### config.mk
export PLATFORM = sky130hd
export DESIGN_NAME = mac_tile
export DESIGN_NICKNAME = d
export VERILOG_FILES = /design/src/rtl/mac_tile_pkg.sv /design/src/rtl/mac_tile_mac_lane.sv /design/src/rtl/mac_tile.sv
export SDC_FILE = /design/constraint.sdc
export NUM_CORES = 1
export LEC_CHECK = 0
export ABC_AREA = 1
export CAP_MARGIN = 20
export CORE_MARGIN = 8
export CORE_UTILIZATION = 48
export CTS_CLUSTER_SIZE = 25
export DETAILED_ROUTE_END_ITERATION = 10
export PLACE_DENSITY = 0.83
export SLEW_MARGIN = 20
export SYNTH_ARGS = -nofsm -noshare
export SYNTH_HDL_FRONTEND = slang
export SYNTH_HIERARCHICAL = 1
export SYNTH_SLANG_ARGS = --single-unit
export TNS_END_PERCENT = 50
### constraint.sdc
create_clock -name clk -period 4.71 [get_ports clk]
set_input_delay 0.942 -clock clk [delete_from_list [all_inputs] [get_ports clk]]
set_output_delay 0.942 -clock clk [all_outputs]
set_load 0.01 [all_outputs]
### src/rtl/mac_tile_pkg.sv
// Shared widths and instruction bit positions for the mac_tile block.
package mac_tile_pkg;
  localparam int A_BW      = 2;
  localparam int W_BW      = 4;
  localparam int PSUM_BW   = 16;
  localparam int INST_LOAD = 0;
  localparam int INST_EXEC = 1;
endpackage

### src/rtl/mac_tile_mac_lane.sv
// One multiply-add lane: psum + zext(act) * sext(w).
// Saturating add when MAC_TILE_SAT_EN is defined, otherwise wraps.
module mac_lane
  import mac_tile_pkg::*;
#(
  parameter int act_bw  = 2 * A_BW,
  parameter int w_bw    = W_BW,
  parameter int psum_bw = PSUM_BW
) (
  input  logic [act_bw-1:0]  i_act,
  input  logic [w_bw-1:0]    i_w,
  input  logic [psum_bw-1:0] i_psum,
  output logic [psum_bw-1:0] o_sum
);
  localparam int PW = act_bw + w_bw + 1;

  logic signed [PW-1:0]    w_prod;
  logic [psum_bw-1:0]      w_prod_ext;

  assign w_prod = $signed({1'b0, i_act}) * $signed(i_w);
  assign w_prod_ext = {{(psum_bw-PW){w_prod[PW-1]}}, w_prod};

`ifdef MAC_TILE_SAT_EN
  logic [psum_bw:0] w_wide;
  logic [psum_bw-1:0] w_max;
  logic [psum_bw-1:0] w_min;

  assign w_wide = {i_psum[psum_bw-1], i_psum}
                + {w_prod_ext[psum_bw-1], w_prod_ext};
  assign w_max = {1'b0, {(psum_bw-1){1'b1}}};
  assign w_min = {1'b1, {(psum_bw-1){1'b0}}};

  // Top two bits disagree only on signed overflow.
  always_comb begin
    o_sum = w_wide[psum_bw-1:0];
    if (w_wide[psum_bw] != w_wide[psum_bw-1])
      o_sum = w_wide[psum_bw] ? w_min : w_max;
  end
`else
  assign o_sum = i_psum + w_prod_ext;
`endif
endmodule

### src/rtl/mac_tile.sv
// Dual-lane weight-stationary MAC tile with a fused 4-bit activation mode.
// Optional saturating accumulate via MAC_TILE_SAT_EN.
module mac_tile
  import mac_tile_pkg::*;
#(
  parameter int a_bw    = A_BW,
  parameter int w_bw    = W_BW,
  parameter int psum_bw = PSUM_BW
) (
  input  logic               clk,
  input  logic               reset,
  input  logic               ctrl,
  input  logic [1:0]         inst_w,
  input  logic [a_bw-1:0]    in_x_0,
  input  logic [a_bw-1:0]    in_x_1,
  input  logic [w_bw-1:0]    in_w_0,
  input  logic [w_bw-1:0]    in_w_1,
  input  logic [psum_bw-1:0] in_psum_c_0,
  input  logic [psum_bw-1:0] in_psum_c_1,
  output logic [psum_bw-1:0] out_s_0,
  output logic [psum_bw-1:0] out_s_1,
  output logic [a_bw-1:0]    out_x_0,
  output logic [a_bw-1:0]    out_x_1,
  output logic [w_bw-1:0]    out_w_0,
  output logic [w_bw-1:0]    out_w_1,
  output logic [1:0]         inst_e
);
  logic [w_bw-1:0]    r_w0;
  logic [w_bw-1:0]    r_w1;
  logic [2*a_bw-1:0]  w_act0;
  logic [2*a_bw-1:0]  w_act1;
  logic [w_bw-1:0]    w_ld1;
  logic [psum_bw-1:0] w_sum0;
  logic [psum_bw-1:0] w_sum1;

  // Fused mode feeds lane 0 the concatenated activation pair.
  assign w_act0 = ctrl ? {in_x_1, in_x_0} : {{a_bw{1'b0}}, in_x_0};
  assign w_act1 = {{a_bw{1'b0}}, in_x_1};
  assign w_ld1  = ctrl ? in_w_0 : in_w_1;

  mac_lane #(
    .act_bw(2*a_bw), .w_bw(w_bw), .psum_bw(psum_bw)
  ) u_lane0 (
    .i_act(w_act0), .i_w(r_w0), .i_psum(in_psum_c_0), .o_sum(w_sum0)
  );

  mac_lane #(
    .act_bw(2*a_bw), .w_bw(w_bw), .psum_bw(psum_bw)
  ) u_lane1 (
    .i_act(w_act1), .i_w(r_w1), .i_psum(in_psum_c_1), .o_sum(w_sum1)
  );

  always_ff @(posedge clk) begin
    if (reset) begin
      r_w0    <= '0;
      r_w1    <= '0;
      out_s_0 <= '0;
      out_s_1 <= '0;
      out_x_0 <= '0;
      out_x_1 <= '0;
      out_w_0 <= '0;
      out_w_1 <= '0;
      inst_e  <= '0;
    end else begin
      if (inst_w[INST_LOAD]) begin
        r_w0    <= in_w_0;
        r_w1    <= w_ld1;
        out_w_0 <= in_w_0;
        out_w_1 <= w_ld1;
      end
      if (inst_w[INST_EXEC]) begin
        out_s_0 <= w_sum0;
        out_s_1 <= ctrl ? in_psum_c_1 : w_sum1;
        out_x_0 <= in_x_0;
        out_x_1 <= in_x_1;
      end
      inst_e <= inst_w;
    end
  end
endmodule

# After elaboration in Yosys (flattened, before gate mapping)
# Index checks and enable logic that the tools add are counted.
# classes
n_addsub	2
n_mul	2
muxes	3
# ops
cell	count
$add 16x16->16	2
$mux 16	1
$mul 5x4->9	1
$mux 4	2
$mul 3x4->7	1
# totals
regBits	46
inputBits	49

# Longest topological paths before layout
# depth
word_depth	3
mapped_depth	31
depth_no_buf	29

# Modules after synthesis
# The synthesis kept the hierarchy.
# modules_own_cells
mod	n_inst	cells_each	area_each_um2
mac_tile	1	286	1976.9
mac_lane at u_lane1	1	237	1428.9
mac_lane at u_lane0	1	234	1390.1

# Worst setup path after synthesis
# OpenSTA, ideal clock, no wires.
# synth_timing
path_type	input port to flip-flop
from	in ctrl
to	reg out_s_0[13]
setup_time_ns	0.116
t_arrival_ns	4.892
required_ns	4.594
path_slack_ns	-0.298
path_stages	26
path_buffers	2
cell_sequence	buf_6 buf_6 nand2_1 inv_1 nand2_1 fa_1 fa_1 fa_1 inv_1 ha_1 inv_1 fa_1 o21ai_0 a21oi_1 xnor2_1 ha_1 nand2_1 inv_1 a21oi_1 inv_1 a21oi_1 nand2_1 nand2_1 nand2_1 nor2_1 nor2_1
# synth_via
elab_chain_len	3
# synth_rtl
item	line	rtl
from (decl)	mac_tile.sv:12	input logic ctrl,
$mux 4	mac_tile.sv:37	assign w_act0 = ctrl ? {in_x_1, in_x_0} : {{a_bw{1'b0}}, in_x_0};
named net w_act0[2]	mac_tile.sv:30	logic [2*a_bw-1:0] w_act0;
$mul 5x4->9	mac_tile_mac_lane.sv:20	assign w_prod = $signed({1'b0, i_act}) * $signed(i_w);
$add 16x16->16	mac_tile_mac_lane.sv:40	assign o_sum = i_psum + w_prod_ext;
named net w_sum0[13]	mac_tile.sv:33	logic [psum_bw-1:0] w_sum0;
to (signal assigned)	mac_tile.sv:72	out_s_0 <= w_sum0;
to (decl)	mac_tile.sv:20	output logic [psum_bw-1:0] out_s_0,
# The timed path passes the listed nets, and every way through them passes these cells.
# A chain may end at the register's enable or synchronous reset.

# Final worst setup path
# layout_timing
from	in in_x_0[0]
to	reg out_s_0[13]
# layout_via
elab_chain_len	3
# layout_rtl
item	line	rtl
from (decl)	mac_tile.sv:14	input logic [a_bw-1:0] in_x_0,
$mux 4	mac_tile.sv:37	
$mul 5x4->9	mac_tile_mac_lane.sv:20	
$add 16x16->16	mac_tile_mac_lane.sv:40	
named net w_sum0[13]	mac_tile.sv:33	
# The timed path passes the listed nets, and every way through them passes these cells.

==> results.txt <==
count of state elements after synthesis - 46
CTS Buf Count - 5
Rel. slew slack - 53.33%
final period utilization - 102.0%
WS Path Type - in2reg
fin nets - 1051
Max Freq - 208.1 MHz
Syn. warnings - 6
leakage power - 3.702 nW
multi-input logic area - 3581 µm²
Die Width - 116.0 µm
post-synthesis adder-cell area fraction - 21.71%
layout cell share with drive strength beyond 1 - 18.45%
actual slew at the worst max-slew pin - 699.1 ps
row cnt - 36
Reg area - 920.9 µm²
DIE HEIGHT - 116.0 µm
vias per cell - 4.975
number of antenna violations at the first check in global routing - 0
first-pass GRT wire length - 23.02 mm
hold_buf cts - 0
Synth Area per Inst - 6.335 µm²
synth-to-layout area growth - 41.01%
drt total wl - 14.23 mm
Cells after Synth - 757
Compound-Gate Fraction of Synth Area - 9.496%
Post-Synth Simple-Gate Area - 32.27%
sequential share of the synthesized area - 19.20%
Clock Tree Root - clkbuf_8
die area - 13450 µm²
Hold WC Path Type - reg2reg
Final Util - 69.51%
clk buf depth - 2
# diodes - 0
H-tree levels - 2
non-filler cells, final - 1060
HPWL after DPL - 10.53 mm
Core Region - 9729 µm²
Worst EP required - 4910 ps
post-detailed-route count of antenna-violating nets - 0
PD cells - 228.8 nW/µm²
CTS tree - built
Fin Hold WS - 505.6 ps
IO buf count - 94
CP Max Fanout - 4
crit path time final - 4806 ps
First DRT Iteration DRCs - 358
Layout Skew - 13.82 ps
overall global routing resource usage - 20.77%
post-placement cell area - 6356 µm²
Final Max Tran Viols - 0
placed insts - 1047
crit end category - flop
I/O Pins - 95
Yosys cell types - 27
main combinational cell family by area after synthesis - simple AND/OR/NAND/NOR gates
failing checks - setup timing
Worst EP arrival - 5000 ps
Post-Synth XOR/XNOR Area - 4.357%
setup tns final - -244.5 ps
fillcell total - 823
Clock transition at path regs - 90 ps
Final setup viols - 5
grt ovf - 0
Hold Vio Cnt, Final - 0
Final GP Congestion - 0.8821
Setup crit start kind - primary input
worst vdd ir - 0.0001445 V
vias after detailed routing - 5273
Wirelength per Cell - 13.42 µm
outcome - finished, violations left
number of global-route vias before repair - 5111
Post-Syn Area - 4796 µm²
mux share of post-synthesis cell area - 0%
CTS Sinks - 46
detailed-route DRC error count - 0
clock latency on the worst-skew pair - 300 ps
Max-Cap Viols - 0
RSZ-0062 raised after global routing - yes
largest net degree at the start of global routing - 54
Finished Cell Area - 6763 µm²
Initial Util - 49.29%
Worst Slack Setup Final - -96.26 ps
drt first pass iters - 6
registers in the layout (all words and copies together), names as in the netlist:
register and cells:
inst_e 2, out_s_0 16, out_s_1 16, out_x_0 2, out_x_1 2, r_w0 4
r_w1 4
metrics by stage:
| stage | setup slack, ps | power [W] |
|---|---|---|
| after global placement | -633.3 | 0.001169 |
| after detailed placement | -727.3 | 0.001186 |
| after CTS | -30.35 | 0.001510 |
| after global routing | -318.0 | 0.001673 |
| final | -96.26 | 0.001548 |
| after floorplan | -44.18 | 0.0008865 |
cells in the mapped netlist:
cell,count,area [µm²]
a21o_1,2,15.01
a21oi_1,25,125.1
a21oi_2,4,35.03
and2_1,3,18.77
buf_2,5,25.02
buf_4,1,7.510
buf_6,12,135.1
conb_1,1,3.750
dfxtp_1,46,920.9
fa_1,12,240.2
ha_1,64,800.8
inv_1,117,439.2
inv_2,3,11.26
nand2_1,193,724.4
nand2_2,10,62.56
nand3_1,33,165.2
nand4_1,2,12.51
nor2_1,141,529.3
nor3_1,2,10.01
o21a_1,2,15.01
o21ai_0,44,220.2
o21ai_1,6,30.03
o21bai_1,2,15.01
or2_2,4,25.02
xnor2_1,6,52.55
xor2_1,16,140.1
xor2_2,1,16.27
worst paths after layout:
kind              start           to  slack [ps]  depth (start not counted)
max           in_x_0[0]  out_s_0[13]        -100                         23
min          out_s_1[1]   out_s_1[1]         510                          2
max reg2reg     r_w0[3]  out_s_0[13]         230                         23
min reg2reg  out_s_1[1]   out_s_1[1]         510                          2
layer usage:
metal	vias up	track usage (%)	part of all wire, %
met4	0	4.581	1.1
met3	14	1.772	5.1
met5	-	0	0
li1	2667	-	-
met1	2440	24.45	43
met2	152	39.46	51
power by group:
| part | internal (W) | switching (W) | leakage, nW |
|---|---|---|---|
| Clock | 0.000159 | 0.000146 | 0.0514 |
| Combinational | 0.000380 | 0.000418 | 3.27 |
| Sequential | 0.000424 | 0.0000209 | 0.382 |
placed cells by master, fill, tap and decap left out, drive strengths merged, types with 6 or more instances in the layout:
cell	netlist	routed
nand2	203	203
nor2	141	141
inv	120	120
clkdlybuf4s50	0	89
buf	18	82
ha	64	64
o21ai	50	50
dfxtp	46	46
nand3	33	33
a21oi	29	29
xor2	17	17
fa	12	12
conb	1	8
clkbuf	0	7
xnor2	6	6
critical path, cell delays in order:
cell and delay, ps:
buf_6 90, or2_4 230, fa_1 550, fa_1 430, fa_1 440, inv_1 70
ha_2 190, inv_2 40, fa_2 340, o21ai_2 140, a21oi_2 70, xnor2_1 200
ha_1 330, nand2_2 140, inv_2 70, a21oi_4 170, inv_2 50, a21oi_2 140
nand2_1 90, nand2_1 70, nand2_1 60, nor2_1 100, nor2_1 60
area by class of cell:
class                      count  area share (%)
clock inverter                 2          0.5550
timing repair buffer         173           22.68
inverter                     120           6.660
sequential                    46           13.62
clock buffer                   6           1.073
tap                          133           2.461
multi-input combinational    580           52.95
cell families (layout without fill, tap and decap cells):
family	count (synthesis)	after routing
flip-flops	46	46
AO/OA/AOI/OAI	85	85
other	1	8
XOR/XNOR	23	23
adder cells (fa/ha/maj)	76	76
AND/OR/NAND/NOR	388	388
buffers and inverters	138	301
repair_timing:
action | 4_1_cts | 5_1_grt
buffers inserted | 1 | 4
endpoints found under the setup margin | 22 | 20
pin swaps | 37 | 53
gates resized for setup | 31 | 44
Note: power is estimated with default switching activity, not from simulation.
